[config.mk]
export PLATFORM = sky130hd
export DESIGN_NAME = mdu_iter
export DESIGN_NICKNAME = d
export VERILOG_FILES = /design/src/rtl/mdu_pkg.sv /design/src/rtl/mdu_sign.sv /design/src/rtl/mdu_iter.sv
export SDC_FILE = /design/constraint.sdc
export NUM_CORES = 1
export LEC_CHECK = 0
export CORE_ASPECT_RATIO = 1.25
export CORE_MARGIN = 2
export CORE_UTILIZATION = 50
export CTS_BUF_LIST = sky130_fd_sc_hd__clkbuf_16
export DETAILED_ROUTE_END_ITERATION = 16
export DONT_BUFFER_PORTS = 1
export PLACE_DENSITY_LB_ADDON = 0.12
export RECOVER_POWER = 25
export SYNTH_ARGS = -nofsm -noshare
export SYNTH_HDL_FRONTEND = slang
export SYNTH_SLANG_ARGS = --single-unit
[constraint.sdc]
create_clock -name clk -period 3.9 [get_ports clk]
set_input_delay 0.78 -clock clk [delete_from_list [all_inputs] [get_ports clk]]
set_output_delay 0.78 -clock clk [all_outputs]
set_load 0.1 [all_outputs]
[src/rtl/mdu_pkg.sv]
// mdu_pkg: shared types for the iterative multiply/divide unit.
// Op encodings match the instruction decoder's 2-bit mdu op field.
package mdu_pkg;

  localparam int WIDTH_DEF = 32;

  typedef enum logic [1:0] {
    OP_MULTU = 2'b00,
    OP_MULT  = 2'b01,
    OP_DIVU  = 2'b10,
    OP_DIV   = 2'b11
  } op_e;

  typedef enum logic [1:0] {
    IDLE = 2'b00,
    CALC = 2'b01,
    FIX  = 2'b10
  } state_e;

endpackage

[src/rtl/mdu_sign.sv]
// mdu_sign: conditional two's-complement negate.
// Used both to take operand magnitudes and to sign-fix results.
module mdu_sign #(
  parameter int W = 32
) (
  input  logic [W-1:0] x_i,
  input  logic         neg_i,
  output logic [W-1:0] y_o
);

  assign y_o = neg_i ? ('0 - x_i) : x_i;

endmodule

[src/rtl/mdu_iter.sv]
// mdu_iter: radix-2 iterative MULT/MULTU/DIV/DIVU with HI/LO.
// Magnitudes are iterated unsigned; signs are fixed up in FIX.
import mdu_pkg::*;

module mdu_iter #(
  parameter int WIDTH = WIDTH_DEF
) (
  input  logic             clk,
  input  logic             rst,
  input  logic             start,
  input  logic [1:0]       op,
  input  logic [WIDTH-1:0] a,
  input  logic [WIDTH-1:0] b,
  input  logic             we_hi,
  input  logic             we_lo,
  input  logic [WIDTH-1:0] wd,
  output logic             busy,
  output logic             done,
  output logic [WIDTH-1:0] hi,
  output logic [WIDTH-1:0] lo
);

  localparam int CW = $clog2(WIDTH) + 1;
  localparam logic [CW-1:0] LAST = CW'(WIDTH - 1);

  state_e             state_q;
  op_e                op_q;
  logic               busy_q, done_q;
  logic               sa_q, sb_q, dz_q;
  logic [CW-1:0]      cnt_q;
  logic [WIDTH-1:0]   hi_q, lo_q, m_q;
  logic [2*WIDTH-1:0] acc_q, acc_d;

  logic               sa_in, sb_in, div_in, div_q;
  logic [WIDTH-1:0]   abs_a, abs_b;
  logic [2*WIDTH-1:0] prod_fix;
  logic [WIDTH-1:0]   quo_fix, rem_fix;

  logic [WIDTH:0]     shl, sum;
  logic               ge;
  logic [WIDTH-1:0]   rem_n;

  assign sa_in  = op[0] & a[WIDTH-1];
  assign sb_in  = op[0] & b[WIDTH-1];
  assign div_in = op[1];
  assign div_q  = (op_q == OP_DIVU) || (op_q == OP_DIV);

  mdu_sign #(.W(WIDTH)) u_abs_a (
    .x_i(a), .neg_i(sa_in), .y_o(abs_a)
  );

  mdu_sign #(.W(WIDTH)) u_abs_b (
    .x_i(b), .neg_i(sb_in), .y_o(abs_b)
  );

  mdu_sign #(.W(2*WIDTH)) u_fix_p (
    .x_i(acc_q), .neg_i(sa_q ^ sb_q), .y_o(prod_fix)
  );

  mdu_sign #(.W(WIDTH)) u_fix_q (
    .x_i(acc_q[WIDTH-1:0]), .neg_i(sa_q ^ sb_q), .y_o(quo_fix)
  );

  mdu_sign #(.W(WIDTH)) u_fix_r (
    .x_i(acc_q[2*WIDTH-1:WIDTH]), .neg_i(sa_q), .y_o(rem_fix)
  );

  // one radix-2 step: shift-add (multiply) or restoring shift-subtract (divide)
  always_comb begin
    acc_d = acc_q;
    shl   = '0;
    sum   = '0;
    ge    = 1'b0;
    rem_n = '0;
    if (div_q) begin
      shl   = {acc_q[2*WIDTH-1:WIDTH], acc_q[WIDTH-1]};
      ge    = shl >= {1'b0, m_q};
      rem_n = ge ? (shl[WIDTH-1:0] - m_q) : shl[WIDTH-1:0];
      acc_d = {rem_n, acc_q[WIDTH-2:0], ge};
    end else begin
      sum   = {1'b0, acc_q[2*WIDTH-1:WIDTH]}
            + {1'b0, (acc_q[0] ? m_q : '0)};
      acc_d = {sum, acc_q[WIDTH-1:1]};
    end
  end

  // control FSM, iteration counter, work registers and HI/LO
  always_ff @(posedge clk or negedge rst) begin
    if (!rst) begin
      state_q <= IDLE;
      op_q    <= OP_MULTU;
      busy_q  <= 1'b0;
      done_q  <= 1'b0;
      sa_q    <= 1'b0;
      sb_q    <= 1'b0;
      dz_q    <= 1'b0;
      cnt_q   <= '0;
      m_q     <= '0;
      acc_q   <= '0;
      hi_q    <= '0;
      lo_q    <= '0;
    end else begin
      done_q <= 1'b0;
      unique case (state_q)
        IDLE: begin
          if (we_hi) hi_q <= wd;
          if (we_lo) lo_q <= wd;
          if (start) begin
            op_q    <= op_e'(op);
            sa_q    <= sa_in;
            sb_q    <= sb_in;
            dz_q    <= (b == '0);
            cnt_q   <= '0;
            m_q     <= div_in ? abs_b : abs_a;
            acc_q   <= {{WIDTH{1'b0}}, (div_in ? abs_a : abs_b)};
            busy_q  <= 1'b1;
            state_q <= CALC;
          end
        end
        CALC: begin
          acc_q <= acc_d;
          cnt_q <= cnt_q + CW'(1);
          if (cnt_q == LAST) state_q <= FIX;
        end
        FIX: begin
          if (div_q) begin
            // a zero divisor leaves |a| as remainder, so rem_fix is raw a
            lo_q <= dz_q ? '1 : quo_fix;
            hi_q <= rem_fix;
          end else begin
            {hi_q, lo_q} <= prod_fix;
          end
          done_q  <= 1'b1;
          busy_q  <= 1'b0;
          state_q <= IDLE;
        end
        default: begin
          busy_q  <= 1'b0;
          state_q <= IDLE;
        end
      endcase
    end
  end

  assign busy = busy_q;
  assign done = done_q;
  assign hi   = hi_q;
  assign lo   = lo_q;

endmodule

# Yosys cells after proc, flatten, opt, wreduce, memory -nomap -nowiden
# Cells that the tools add are included.
# Widths: inputs -> output; s select.
[op_classes]
n_lt_le_gt_ge = 1
mux = 27
eq_ne = 9
bitwise_logic = 4
n_reduce_logical = 11
add_sub_neg = 8
[ops]
columns = ["cell", "count"]
rows = [
  ["$mux 32", 13],
  ["$mux 64", 3],
  ["$pmux 32 s2", 2],
  ["$pmux 64 s2", 1],
  ["$sub 1x32->32 const A", 4],
  ["$sub 1x64->64 const A", 1],
  ["$add 32x32->33", 1],
  ["$ge 33x32->1", 1],
  ["$logic_not 32->1", 1],
  ["$sub 32x32->32", 1],
  ["$pmux 6 s2", 1],
  ["$reduce_and 2->1", 6],
  ["$ne 2x2->1 const B", 4],
  ["$add 6x1->6 const B", 1],
  ["$eq 2x2->1 const B", 3],
  ["$eq 6x5->1 const B", 1],
  ["$mux 6", 1],
  ["$mux 2", 2],
  ["$pmux 2 s2", 1],
  ["$reduce_bool 2->1", 2],
  ["$and 1x1->1", 2],
  ["$eq 2x1->1 const B", 1],
  ["$logic_not 2->1", 1],
  ["$mux 1", 2],
  ["4 further kinds", 4],
]
[totals]
input_bits = 103
reg_bits = 175
wordCells = 72

# Longest topological paths before layout
# Gate-level depths: netlist (run 1).
[depth]
word_depth = 5
depth_mapped = 14

# Cells and area by module
# A second synthesis (run 1) with hierarchy kept.
[hier_totals]
hier_cells = 2179
hier_area_um2 = 17210.3
[modules_own_cells]
columns = ["module", "n_inst", "cells_per_inst", "area_each_um2", "seq_area_each_um2"]
rows = [
  ["mdu_iter", 1, 1549, 12688.4, 4354.2],
  ["mdu_sign (u_abs_a ...)", 4, 108, 767.0, 0.0],
  ["mdu_sign (u_fix_p)", 1, 198, 1453.9, 0.0],
]

# Worst setup path before layout (run 1)
# OpenSTA, ideal clock, no wires.
[synth_timing]
kind = "reg2reg"
from = "reg acc_q[0]"
to = "reg acc_q[62]"
synth_period_minus_slack_ns = 3.309
stages_incl_launch_ff = 14
t_arrival_ns = 3.184
path_slack_ns = 0.591
setup_time_ns = 0.125
path_buffers = 1
cell_sequence = "dfrtp_1 -> inv_1 -> clkbuf_1 -> nor2_1 -> ha_1 -> a2111oi_0 -> o21ai_0 -> a21oi_1 -> o21ai_0 -> a31o_2 -> o21a_1 -> or4_1 -> a41oi_1 -> a21oi_1"
[synth_between]
elab_chain_len = 4
[synth_lines]
columns = ["item", "line", "source"]
rows = [
  ["start, declared", "mdu_iter.sv:32", "logic [2*WIDTH-1:0] acc_q, acc_d;"],
  ["start signal, assigned", "mdu_iter.sv:115", "acc_q <= {{WIDTH{1'b0}}, (div_in ? abs_a : abs_b)};"],
  ["$mux 32", "mdu_iter.sv:82", "+ {1'b0, (acc_q[0] ? m_q : '0)};"],
  ["$add 32x32->33", "mdu_iter.sv:82", ""],
  ["$mux 64", "mdu_iter.sv:75", "if (div_q) begin"],
  ["$pmux 64 s2", "mdu_iter.sv:104", "unique case (state_q)"],
]
# Every way passes these cells.
# A chain may end at the register's enable or synchronous reset.

# Worst setup path after layout (run 1)
[layout_timing]
from = "reg acc_q[26]"
to = "reg hi_q[19] (netlist: hi[19])"
[layout_between]
elab_chain_len = 4
[layout_lines]
columns = ["item", "line", "source"]
rows = [
  ["$sub 1x64->64", "mdu_sign.sv:11", "assign y_o = neg_i ? ('0 - x_i) : x_i;"],
  ["$mux 64", "mdu_sign.sv:11", ""],
  ["$mux 32", "mdu_iter.sv:126", "if (div_q) begin"],
  ["$pmux 32 s2", "mdu_iter.sv:104", ""],
  ["end signal, assigned", "mdu_iter.sv:106", "if (we_hi) hi_q <= wd;"],
  ["end signal, assigned", "mdu_iter.sv:129", "hi_q <= rem_fix;"],
  ["end signal, assigned", "mdu_iter.sv:131", "{hi_q, lo_q} <= prod_fix;"],
  ["end, declared", "mdu_iter.sv:31", "logic [WIDTH-1:0] hi_q, lo_q, m_q;"],
]
# Every way passes these cells.

==> flow_metrics.env, run 1 <==
export IMPL_dp_hpwl_mm=43.0
export IMPL_synth_avg_cell_area_um2=7.69
export IMPL_ant_nets=0
export IMPL_area_delta_synth_final_pct=6.96
export IMPL_maxClockFrequency_mhz=271
export IMPL_ctsHoldBuffers=0
export IMPL_worstPathCellList="nor4_1 > nand3_1 > nor4_2 > o21ai_1 > nor2_1 > a31oi_1 > xnor2_1 > a21oi_1"
export IMPL_grtUsageMet1_pct=42.5
export IMPL_worst_path_max_delay_cell="nor4_1"
export IMPL_crit_family="simple AND/OR/NAND/NOR gates"
export IMPL_yosysWarningCount=0
export IMPL_yosys_top_cells_area="dfrtp_1 29%, o21ai_0 6.5%, a21oi_1 5.8%"
export IMPL_max_cap_violations=0
export IMPL_hold_viol=0
export IMPL_fin_crit_sh_pct=94.5
export IMPL_gp_congestion=1.03
export IMPL_synth_cell_type_count=79
export IMPL_io_pins=169
export IMPL_cts_resized=0
export IMPL_maxSlewHeadroom_pct=16.5
export IMPL_synth_flop_cell="dfrtp_1"
export IMPL_post_route_min_period_ns=3.69
export IMPL_fill_cells=2922
export IMPL_setup_tns_ns=0
export IMPL_slew_viol_final=0
export IMPL_async_flop_share_pct=100
export IMPL_fp_row_count=71
export IMPL_required_ns=4.22
export IMPL_grt_pass1_vias=14500
export IMPL_hold_path_class="primary input to asynchronous set/reset pin"
export IMPL_top_usage_layer="met2"
export IMPL_cts_tree="done"
export IMPL_drive_gt1_share_pct=6.39
export IMPL_ys_seq_elements=174
export IMPL_drtIter0Drc=1328
export IMPL_syn_inst=1971
export IMPL_clkSlewWorstSetupHoldPaths_ns=0.08
export IMPL_endpoint_kind="flop"
export IMPL_clk_latency_ns=0.45
export IMPL_synth_edf_count=0
export IMPL_yosys_area_top_type="dfrtp_1"
export IMPL_gr_total_overflow=0
export IMPL_drt_pass1_iter_count=6
export IMPL_fp_dieW_um=160
export IMPL_drt_total_wl_mm=55.0
export IMPL_cts_inserted_buffers=17
export IMPL_rsz0062_at_grt="false"
export IMPL_grt_pass1_wl_mm=84.3
export IMPL_critical_path_max_stage_delay_ns=0.87
export IMPL_worstPathMaxFanout=7
export IMPL_globalRouteMet2Util_pct=58.0
export IMPL_clockBufferDepth=2
export IMPL_cts_htree_levels=4
export IMPL_dieArea_mm2=0.0317
export IMPL_io_buffer_count=0
export IMPL_final_cells=2326
export IMPL_n_antenna_cell=0
export IMPL_syn_num_nets=2145
export IMPL_grt_max_degree=175
export IMPL_critical_path_class="flop to flop"
export IMPL_skew_ns=0.0121
export IMPL_numClockSinks=174
export IMPL_gr_usage_met3_pct=6.48
export IMPL_cts_root_buf="clkbuf_16"
export IMPL_netlist_area_mm2=0.0152
export IMPL_start_kind="flop"
export IMPL_gr_usage_all_layers_pct=34.6
export IMPL_status="complete, no violations"
export IMPL_final_nets=2086
export IMPL_die_h_um=199
export IMPL_dpl_cell_count=2294
export IMPL_synth_top_area_share_pct=28.7
export IMPL_coreArea_mm2=0.0299
export IMPL_via_per_inst=6.39
export IMPL_vias=14900
export IMPL_setup_violations=0
export IMPL_arrival_ns=4.00
export IMPL_worst_pin_slew_ns=1.25
export IMPL_start_util_pct=50.6
export IMPL_post_cts_setup_buffers=0
export IMPL_drc=0
export IMPL_ys_seq_area_share_pct=28.7
export IMPL_grt_antenna_before_repair=0
export IMPL_wl_per_cell_um=23.6
export IMPL_critPathBufInv=0
## state kept, by name, indices dropped and copies added, names as in the netlist
signal and flops:
lo 32, hi 32, sa_q 1, sb_q 1
busy 1, done 1, cnt_q 6, dz_q 1
op_q 1, acc_q 64, state_q 2, m_q 32
## through the flow
stage | hold slack (ns) | util, % | instance area, um2 | setup WS (ns)
finish | 0.0174 | 54.1 | 16200 | 0.214
global route | 0.00134 | 54.1 | 16200 | 0.0211
CTS | 0.0107 | 54.1 | 16200 | 0.227
detailed placement | 0.471 | 52.1 | 15600 | 0.270
global placement | 0.465 | 52.1 | 15600 | 0.275
floorplan | 0.439 | - | 15200 | 0.591
## layer usage
layer	wire [um]	share of wire (%)
met2	25600	47
met4	2930	5.3
met5	0	0
met1	22400	41
met3	4050	7.4
## path summary, 6_finish.rpt
kind / startpoint / to / slack [ns] / cells past startpoint
worst max register to register: acc_q[26] / hi[19] / 0.21 / 8
min in group clk: wd[22] / hi[22] / 0.47 / 2
worst min register to register: m_q[24] / m_q[24] / 0.49 / 2
worst max-delay path: acc_q[26] / hi[19] / 0.21 / 8
max in group asynchronous: rst / acc_q[52] / 3.65 / 0
worst min-delay path: rst / lo[6] / 0.02 / 0
## worst register-to-register path, cell delays in order, from the launching register on
cell     delay (ns)
dfrtp_1        0.50
nor4_1         0.87
nand3_1        0.27
nor4_2         0.50
o21ai_1        0.25
nor2_1         0.38
a31oi_1        0.17
xnor2_1        0.48
a21oi_1        0.14
## layout by cell type (no fill, tap or decap), drive strengths merged, types with 33 or more instances in the layout
| master | n |
|---|---|
| o22ai | 43 |
| nor2 | 192 |
| nand3 | 35 |
| ha | 69 |
| a21o | 33 |
| buf | 57 |
| a31oi | 33 |
| xor2 | 71 |
| nand2 | 201 |
| mux2i | 47 |
| nor3 | 34 |
| xnor2 | 98 |
| a211oi | 40 |
| a21oi | 176 |
| dfrtp | 174 |
| inv | 71 |
| o21ai | 203 |
## area by class of cell
type,count,area (um2),share of cell area (%)
clock inverters,15,169,1.04
well taps,401,502,3.10
inverters,63,236,1.46
clock buffers,17,425,2.62
flip-flops and latches,174,4360,26.9
repair buffers,57,440,2.72
multi-input cells,1599,10100,62.2
## cells by family (layout without fill, tap and decap cells)
kind of cell             after synthesis  after routing  share of synthesized area, %
adder cells (fa/ha/maj)               71             71                          5.96
buffers and inverters                198            152                          4.99
flip-flops                           174            174                          28.7
AND/OR/NAND/NOR                      622            622                          19.4
XOR/XNOR                             169            169                          9.77
AO/OA/AOI/OAI                        689            689                          28.0
multiplexers                          48             48                          3.18
## Yosys cell counts, types with 6 or more instances
cell type / count
clkbuf_1: 112
o21bai_1: 9
nor2_1: 192
a41oi_1: 7
a31oi_1: 33
or4_4: 6
buf_2: 9
ha_1: 69
nor4_1: 19
a22oi_1: 23
a211o_1: 6
or4_1: 7
mux2i_1: 47
nor3_1: 33
nor2b_1: 15
o21ai_0: 197
or3_1: 26
nand2b_1: 14
and2_1: 21
nand4_1: 14
inv_1: 63
buf_1: 13
o31ai_1: 14
o211ai_1: 30
dfrtp_1: 174
a21oi_1: 176
o22ai_1: 43
o41ai_1: 9
nand3_1: 35
and3_1: 14
a211oi_1: 40
xor2_1: 71
a21o_1: 33
o21a_1: 13
xnor2_1: 98
nand2_1: 201
Power of run 1 is left out: the tool's default activity adds up to more than one toggle a clock period on the data nets, which glitch-free logic cannot reach.
==> run 2: changes to the inputs <==
- CTS_CLUSTER_DIAMETER: default -> 200
==> results of run 2 <==
The final DEF is identical to that of run 1; final timing and power are the same.
Power of run 2 is left out for the same reason.
